`src/rtl/ft600_rx_drain_pkg.sv`:
```
// Shared definitions for the FT600 receive-ring drain: default ring depth,
// pointer-width helper and the drain FSM state encoding.
package ft600_rx_drain_pkg;

    // Default depth of the ft600_mode245 receive ring, in bytes.
    localparam int RX_BUFFER_DEFAULT = 16;

    // Drain FSM: EMPTY presents nothing, HOLD presents a byte on out_data.
    typedef enum logic [0:0] {
        ST_EMPTY = 1'b0,
        ST_HOLD  = 1'b1
    } drain_state_e;

    // Width of a pointer that indexes a ring of the given depth.
    function automatic int ptr_width(input int depth);
        return $clog2(depth);
    endfunction

endpackage

```
`src/rtl/ft600_rx_drain_if.sv`:
```
// Byte stream handshake between the ring drain (master) and its consumer (slave).
interface ft600_rx_drain_if;
    logic [7:0] out_data;
    logic       out_valid;
    logic       out_ready;

    modport master (
        output out_data,
        output out_valid,
        input  out_ready
    );

    modport slave (
        input  out_data,
        input  out_valid,
        output out_ready
    );
endinterface

```
`src/rtl/ft600_rx_drain_level.sv`:
```
// ft600_ring_level: modular fill level of the receive ring.
// With FT600_RX_DRAIN_OVERFLOW_EN defined it also reports how far the writer
// moved since the previous cycle and whether that move lapped the reader.
module ft600_ring_level #(
    parameter int RX_BUFFER_WIDTH = 4
) (
    input  logic [RX_BUFFER_WIDTH-1:0] wr_ptr_i,
    input  logic [RX_BUFFER_WIDTH-1:0] rd_ptr_i,
    output logic [RX_BUFFER_WIDTH-1:0] level_o
`ifdef FT600_RX_DRAIN_OVERFLOW_EN
    ,
    input  logic [RX_BUFFER_WIDTH-1:0] prev_wr_i,
    output logic [RX_BUFFER_WIDTH-1:0] delta_o,
    output logic                       overrun_o
`endif
);

`ifdef FT600_RX_DRAIN_OVERFLOW_EN
    logic [RX_BUFFER_WIDTH-1:0] prev_level_s;
    logic [RX_BUFFER_WIDTH:0]   fill_sum_s;
`endif

    // Ring arithmetic: the depth is a power of two, so pointer wrap is free.
    always_comb begin
        level_o = wr_ptr_i - rd_ptr_i;
`ifdef FT600_RX_DRAIN_OVERFLOW_EN
        // Unread bytes before this cycle's writes plus the newly written
        // ones; a carry out of the pointer width means the ring was lapped.
        delta_o      = wr_ptr_i - prev_wr_i;
        prev_level_s = prev_wr_i - rd_ptr_i;
        fill_sum_s   = {1'b0, prev_level_s} + {1'b0, delta_o};
        overrun_o    = fill_sum_s[RX_BUFFER_WIDTH];
`endif
    end

endmodule

```
`src/rtl/ft600_rx_drain.sv`:
```
// ft600_rx_drain: drains bytes from the ft600_mode245 receive ring into a
// valid/ready byte stream, one byte per cycle sustained.
// Optional feature macro: FT600_RX_DRAIN_OVERFLOW_EN adds a sticky overflow
// port and resynchronises the read pointer when the writer laps it.
module ft600_rx_drain
    import ft600_rx_drain_pkg::*;
#(
    parameter int RX_BUFFER       = RX_BUFFER_DEFAULT,
    parameter int RX_BUFFER_WIDTH = ptr_width(RX_BUFFER)
) (
    input  logic                            clk,
    input  logic                            rst,
    input  logic [RX_BUFFER-1:0][7:0]       rx_buf,
    input  logic [RX_BUFFER_WIDTH-1:0]      rx_buf_written,
    ft600_rx_drain_if.master                out_if,
    output logic [RX_BUFFER_WIDTH-1:0]      level
`ifdef FT600_RX_DRAIN_OVERFLOW_EN
    ,
    output logic                            overflow
`endif
);

    localparam logic [RX_BUFFER_WIDTH-1:0] PTR_ZERO = {RX_BUFFER_WIDTH{1'b0}};
    localparam logic [RX_BUFFER_WIDTH-1:0] PTR_ONE  = {{(RX_BUFFER_WIDTH-1){1'b0}}, 1'b1};

    drain_state_e               state_q;
    logic [RX_BUFFER_WIDTH-1:0] rd_ptr_q;
    logic [7:0]                 data_q;
    logic [RX_BUFFER_WIDTH-1:0] level_s;
    logic                       load_s;
    logic                       overrun_s;

`ifdef FT600_RX_DRAIN_OVERFLOW_EN
    logic [RX_BUFFER_WIDTH-1:0] prev_wr_q;
    logic [RX_BUFFER_WIDTH-1:0] delta_s;
    logic                       overflow_q;
`endif

    ft600_ring_level #(
        .RX_BUFFER_WIDTH (RX_BUFFER_WIDTH)
    ) u_ring_level (
        .wr_ptr_i  (rx_buf_written),
        .rd_ptr_i  (rd_ptr_q),
        .level_o   (level_s)
`ifdef FT600_RX_DRAIN_OVERFLOW_EN
        ,
        .prev_wr_i (prev_wr_q),
        .delta_o   (delta_s),
        .overrun_o (overrun_s)
`endif
    );

`ifndef FT600_RX_DRAIN_OVERFLOW_EN
    assign overrun_s = 1'b0;
`endif

    // Decide whether a fresh byte is fetched from the ring this cycle.
    always_comb begin
        load_s = 1'b0;
        if (level_s != PTR_ZERO) begin
            if (state_q == ST_EMPTY) begin
                load_s = 1'b1;
            end else if (out_if.out_ready) begin
                load_s = 1'b1;
            end else begin
                load_s = 1'b0;
            end
        end else begin
            load_s = 1'b0;
        end
        // A lapped ring holds no trustworthy bytes; skip the fetch.
        load_s = load_s & ~overrun_s;
    end

    // Drain FSM with registered data, read pointer and state.
    always_ff @(posedge clk or posedge rst) begin
        if (rst) begin
            state_q  <= ST_EMPTY;
            rd_ptr_q <= PTR_ZERO;
            data_q   <= 8'h00;
        end else begin
            if (overrun_s) begin
                rd_ptr_q <= rx_buf_written;
            end else if (load_s) begin
                rd_ptr_q <= rd_ptr_q + PTR_ONE;
                data_q   <= rx_buf[rd_ptr_q];
            end else begin
                rd_ptr_q <= rd_ptr_q;
            end

            case (state_q)
                ST_EMPTY: begin
                    if (load_s) begin
                        state_q <= ST_HOLD;
                    end
                end
                ST_HOLD: begin
                    if (out_if.out_ready && !load_s) begin
                        state_q <= ST_EMPTY;
                    end
                end
                default: begin
                    state_q <= ST_EMPTY;
                end
            endcase
        end
    end

`ifdef FT600_RX_DRAIN_OVERFLOW_EN
    // Track the writer one cycle behind and latch any overrun until reset.
    always_ff @(posedge clk or posedge rst) begin
        if (rst) begin
            prev_wr_q  <= PTR_ZERO;
            overflow_q <= 1'b0;
        end else begin
            prev_wr_q <= rx_buf_written;
            if (overrun_s) begin
                overflow_q <= 1'b1;
            end
        end
    end

    assign overflow = overflow_q;
`endif

    assign out_if.out_data  = data_q;
    assign out_if.out_valid = (state_q == ST_HOLD);
    assign level            = level_s;

endmodule

```
`src/flat_wrapper.sv`:
```
// flat-port wrapper written by rule: the top's interface ports become plain ports
module ft600_rx_drain_flat import ft600_rx_drain_pkg::*;
#(
    parameter int RX_BUFFER       = RX_BUFFER_DEFAULT,
    parameter int RX_BUFFER_WIDTH = ptr_width(RX_BUFFER)
)
  (clk, rst, rx_buf, rx_buf_written, level, out_if_out_data, out_if_out_valid, out_if_out_ready);
  ft600_rx_drain_if out_if_i ();
  input  logic clk;
  input  logic rst;
  input  logic [RX_BUFFER-1:0][7:0] rx_buf;
  input  logic [RX_BUFFER_WIDTH-1:0] rx_buf_written;
  output logic [RX_BUFFER_WIDTH-1:0] level;
  output wire logic [$bits(out_if_i.out_data)-1:0] out_if_out_data;
  output wire logic [$bits(out_if_i.out_valid)-1:0] out_if_out_valid;
  input wire logic [$bits(out_if_i.out_ready)-1:0] out_if_out_ready;
  assign out_if_out_data = out_if_i.out_data;
  assign out_if_out_valid = out_if_i.out_valid;
  assign out_if_i.out_ready = out_if_out_ready;
  ft600_rx_drain #(.RX_BUFFER(RX_BUFFER), .RX_BUFFER_WIDTH(RX_BUFFER_WIDTH)) u_core (.clk(clk), .rst(rst), .rx_buf(rx_buf), .rx_buf_written(rx_buf_written), .out_if(out_if_i), .level(level));
endmodule
```
`config.mk`:
```
export PLATFORM = sky130hd
export DESIGN_NAME = ft600_rx_drain_flat
export DESIGN_NICKNAME = d
export VERILOG_FILES = /design/src/rtl/ft600_rx_drain_pkg.sv /design/src/rtl/ft600_rx_drain_if.sv /design/src/rtl/ft600_rx_drain_level.sv /design/src/rtl/ft600_rx_drain.sv /design/src/flat_wrapper.sv
export SDC_FILE = /design/constraint.sdc
export NUM_CORES = 1
export LEC_CHECK = 0
export BUFFER_PORTS_ARGS = -buffer_cell sky130_fd_sc_hd__buf_2
export CAP_MARGIN = 20
export CORE_MARGIN = 1
export CORE_UTILIZATION = 41
export DETAILED_ROUTE_END_ITERATION = 16
export PLACE_DENSITY = 0.87
export SYNTH_ARGS = -nofsm -noshare
export SYNTH_HDL_FRONTEND = slang
export SYNTH_SLANG_ARGS = --single-unit
export TNS_END_PERCENT = 50
```
`constraint.sdc`:
```
create_clock -name clk -period 4 [get_ports clk]
set_clock_uncertainty 0.05 [all_clocks]
set_input_delay 0.8 -clock clk [delete_from_list [all_inputs] [get_ports clk]]
set_output_delay 0.8 -clock clk [all_outputs]
set_load 0.005 [all_outputs]
```
==> impl_metrics.yaml <==
logic_synthesis:
  synth_compound_area_frac: 0.09837
  synthXorXnorAreaFrac: 0.02711
  synth-simple-area-share: 0.06662
  synth_cells: 121
  synth_edf_count: 0
  ys_types: 27
  synth_mux_area_frac: 0.5019
  ys_warn_count: 0
  synth_flop_cell: "dfrtp_1"
  synth-seq-cells: 13
  ys_seq_area_frac: 0.2014
  syn-num-nets: 261
  synth.avg_cell_area_um2: 13.35
  synthAdderAreaFrac: 0.04338
  synth_top_family_by_area: "multiplexers"
  postSynth.asyncResetShare: 1.000
  syn-cell-area_mm2: 0.001615
global_route:
  grt_max_degree: 36
  grt_pass1_vias: 1891
  antenna_found_initial: 0
  grt_pass1_wl_um: 8838
  grt_usage: 0.2903
  gr-total-overflow: 0
power_and_ir_drop:
  power_density_mw_per_mm2: 623.2
  ir_worst_vdd_mv: 0.2839
  p_leak_nw: 1.185
drt:
  avgRoutedWirePerCell_um: 17.96
  first_pass_iters: 4
  remaining_drc_errors: 0
  antenna_left: 0
  viasPerCell: 5.651
  dr_total_vias: 1763
  drt-initial-drc-count: 93
  wirelength_um: 5605
layout:
  area_delta_synth_final_pct: 48.49
  nNetsFinal: 404
  mostFrequentLayoutCells: "buf_2 (147), mux4_2 (32), a22oi_1 (16)"
  fillers: 318
  fin_cells: 312
  drive_gt1_frac: 0.7452
  layout_commonest_cell: "buf_2"
critical_path:
  worst_ep_arrival_time_ps: 2180
  end_kind: "primary output"
  critPathLaunchType: "flip-flop"
  cp.required_ps: 3150
  path_max_fanout: 35
  path_class: "flip-flop to primary output"
sta:
  worst_pin_slew_ps: 606.6
  finalSetupTns_ps: 0
  slew_headroom: 0.5956
  drv_slew: 0
  grt_setup_unrepaired: "no"
  hold_slack_ps: 455.3
  period_needed_ps: 3029
  fmaxAchievable_ghz: 0.3302
  setup_viol: 0
  hold_viol: 0
  post-route-period-util: 0.7572
cts:
  clk_pin_slew_ps: 50
  htree_levels: 1
  cts_root_buf: "clkbuf_8"
  cts_buffers: 3
  cts-resized-gates: 0
  cts.sinks: 13
  clk_latency_ps: 250
  cts_tree: "done"
  clockBufferDepth: 2
  post_cts.repair.setup_buffers: 0
  cts_hold_buf: 0
floorplan:
  die_area_mm2: 0.004195
  die_w_um: 64.77
  core_mm2: 0.003716
  ios: 148
  die_h_um: 64.77
  start_util: 0.4347
  num_rows: 22
placement:
  dp.final_hpwl_um: 4842
  portBuffers: 147
  placed_cells: 307
  place_congestion: 0.8207
flow_run:
  max_cap_viol_count: 0
hold_path:
  hold_path.class: "flip-flop to flip-flop"
outcome:
  status: "completed"
==> cells by family (layout without fill, tap and decap cells) <==
kind of cell	Yosys count	in the layout
buffers and inverters	17	159
muxes	40	40
DFF	13	13
and+or+nand+nor	21	21
xor gates and xnor gates	5	5
other	0	1
adders and majority gates	5	5
AOI/OAI and AO/OA	20	20
==> layout make-up <==
class | instances | area, um2 | share of cell area
Sequential cell | 13 | 326.6 | 0.1362
Inverter | 6 | 22.52 | 0.009390
Tap cell | 48 | 60.06 | 0.02504
Multi-Input combinational cell | 91 | 1191 | 0.4966
Clock buffer | 4 | 45.04 | 0.01878
Timing Repair Buffer | 149 | 750.7 | 0.3130
Antenna cell | 1 | 2.502 | 0.001043
==> per-layer routing <==
layer | wire length (um) | track usage | up-vias | part of all wire
met5 | 0 | 0 | - | 0
met4 | 192 | 0.1444 | 0 | 0.034
met3 | 596 | 0.04930 | 19 | 0.11
met2 | 2762 | 0.4909 | 128 | 0.49
met1 | 2053 | 0.3552 | 835 | 0.37
li1 | - | - | 781 | -
==> power by group <==
group	total (mW)	leakage (nW)	internal, mW	switching [mW]
Sequential	0.250	0.151	0.202	0.0479
Clock	0.118	0.0228	0.0704	0.0475
Combinational	1.13	1.01	0.605	0.522
==> worst paths after layout <==
path,startpoint,end,slack [ps],depth (start not counted)
worst max-delay path,u_core.rd_ptr_q[1],level[3],970,7
worst min-delay path,u_core.out_if.out_data[4],u_core.out_if.out_data[4],460,1
worst max register to register,u_core.rd_ptr_q[1],u_core.out_if.out_data[1],1290,7
worst min register to register,u_core.out_if.out_data[4],u_core.out_if.out_data[4],460,1
max in group asynchronous,rst,u_core.rd_ptr_q[0],3010,2
min in group asynchronous,rst,u_core.rd_ptr_q[1],520,2
==> critical path, stage by stage (launching register included) <==
cell and delay, ps:
dfrtp_1 320, buf_4 370, inv_1 160, ha_1 300
and3b_1 170, or3_4 400, nand2_1 90, buf_2 110
==> sequential cells by signal, summed over array words and instances, names as in the netlist <==
| register | flops |
|---|---|
| u_core.rd_ptr_q | 4 |
| u_core.out_if.out_data | 8 |
| u_core.out_if.out_valid | 1 |
==> cell usage after synthesis (3+ instances only) <==
library cell | count | area share
inv_1 | 6 | 0.014
ha_1 | 4 | 0.031
dfrtp_1 | 13 | 0.20
clkbuf_1 | 3 | 0.0070
nand2_1 | 11 | 0.026
buf_6 | 4 | 0.028
xor2_1 | 3 | 0.016
mux2_2 | 8 | 0.056
mux4_2 | 32 | 0.45
a22oi_1 | 16 | 0.074
==> metrics by stage <==
stage | utilization | power [mW] | cell area, um2 | setup slack [ps]
after floorplan | - | 1.124 | 1615 | 1289
after detailed placement | 0.6327 | 1.380 | 2351 | 1125
after CTS | 0.6448 | 1.502 | 2396 | 954.0
after global placement | 0.6327 | 1.343 | 2351 | 1149
after global routing | 0.6448 | 1.620 | 2396 | 823.1
final | 0.6455 | 1.495 | 2399 | 971.3
No activity file was read; power rests on OpenSTA's default activity.
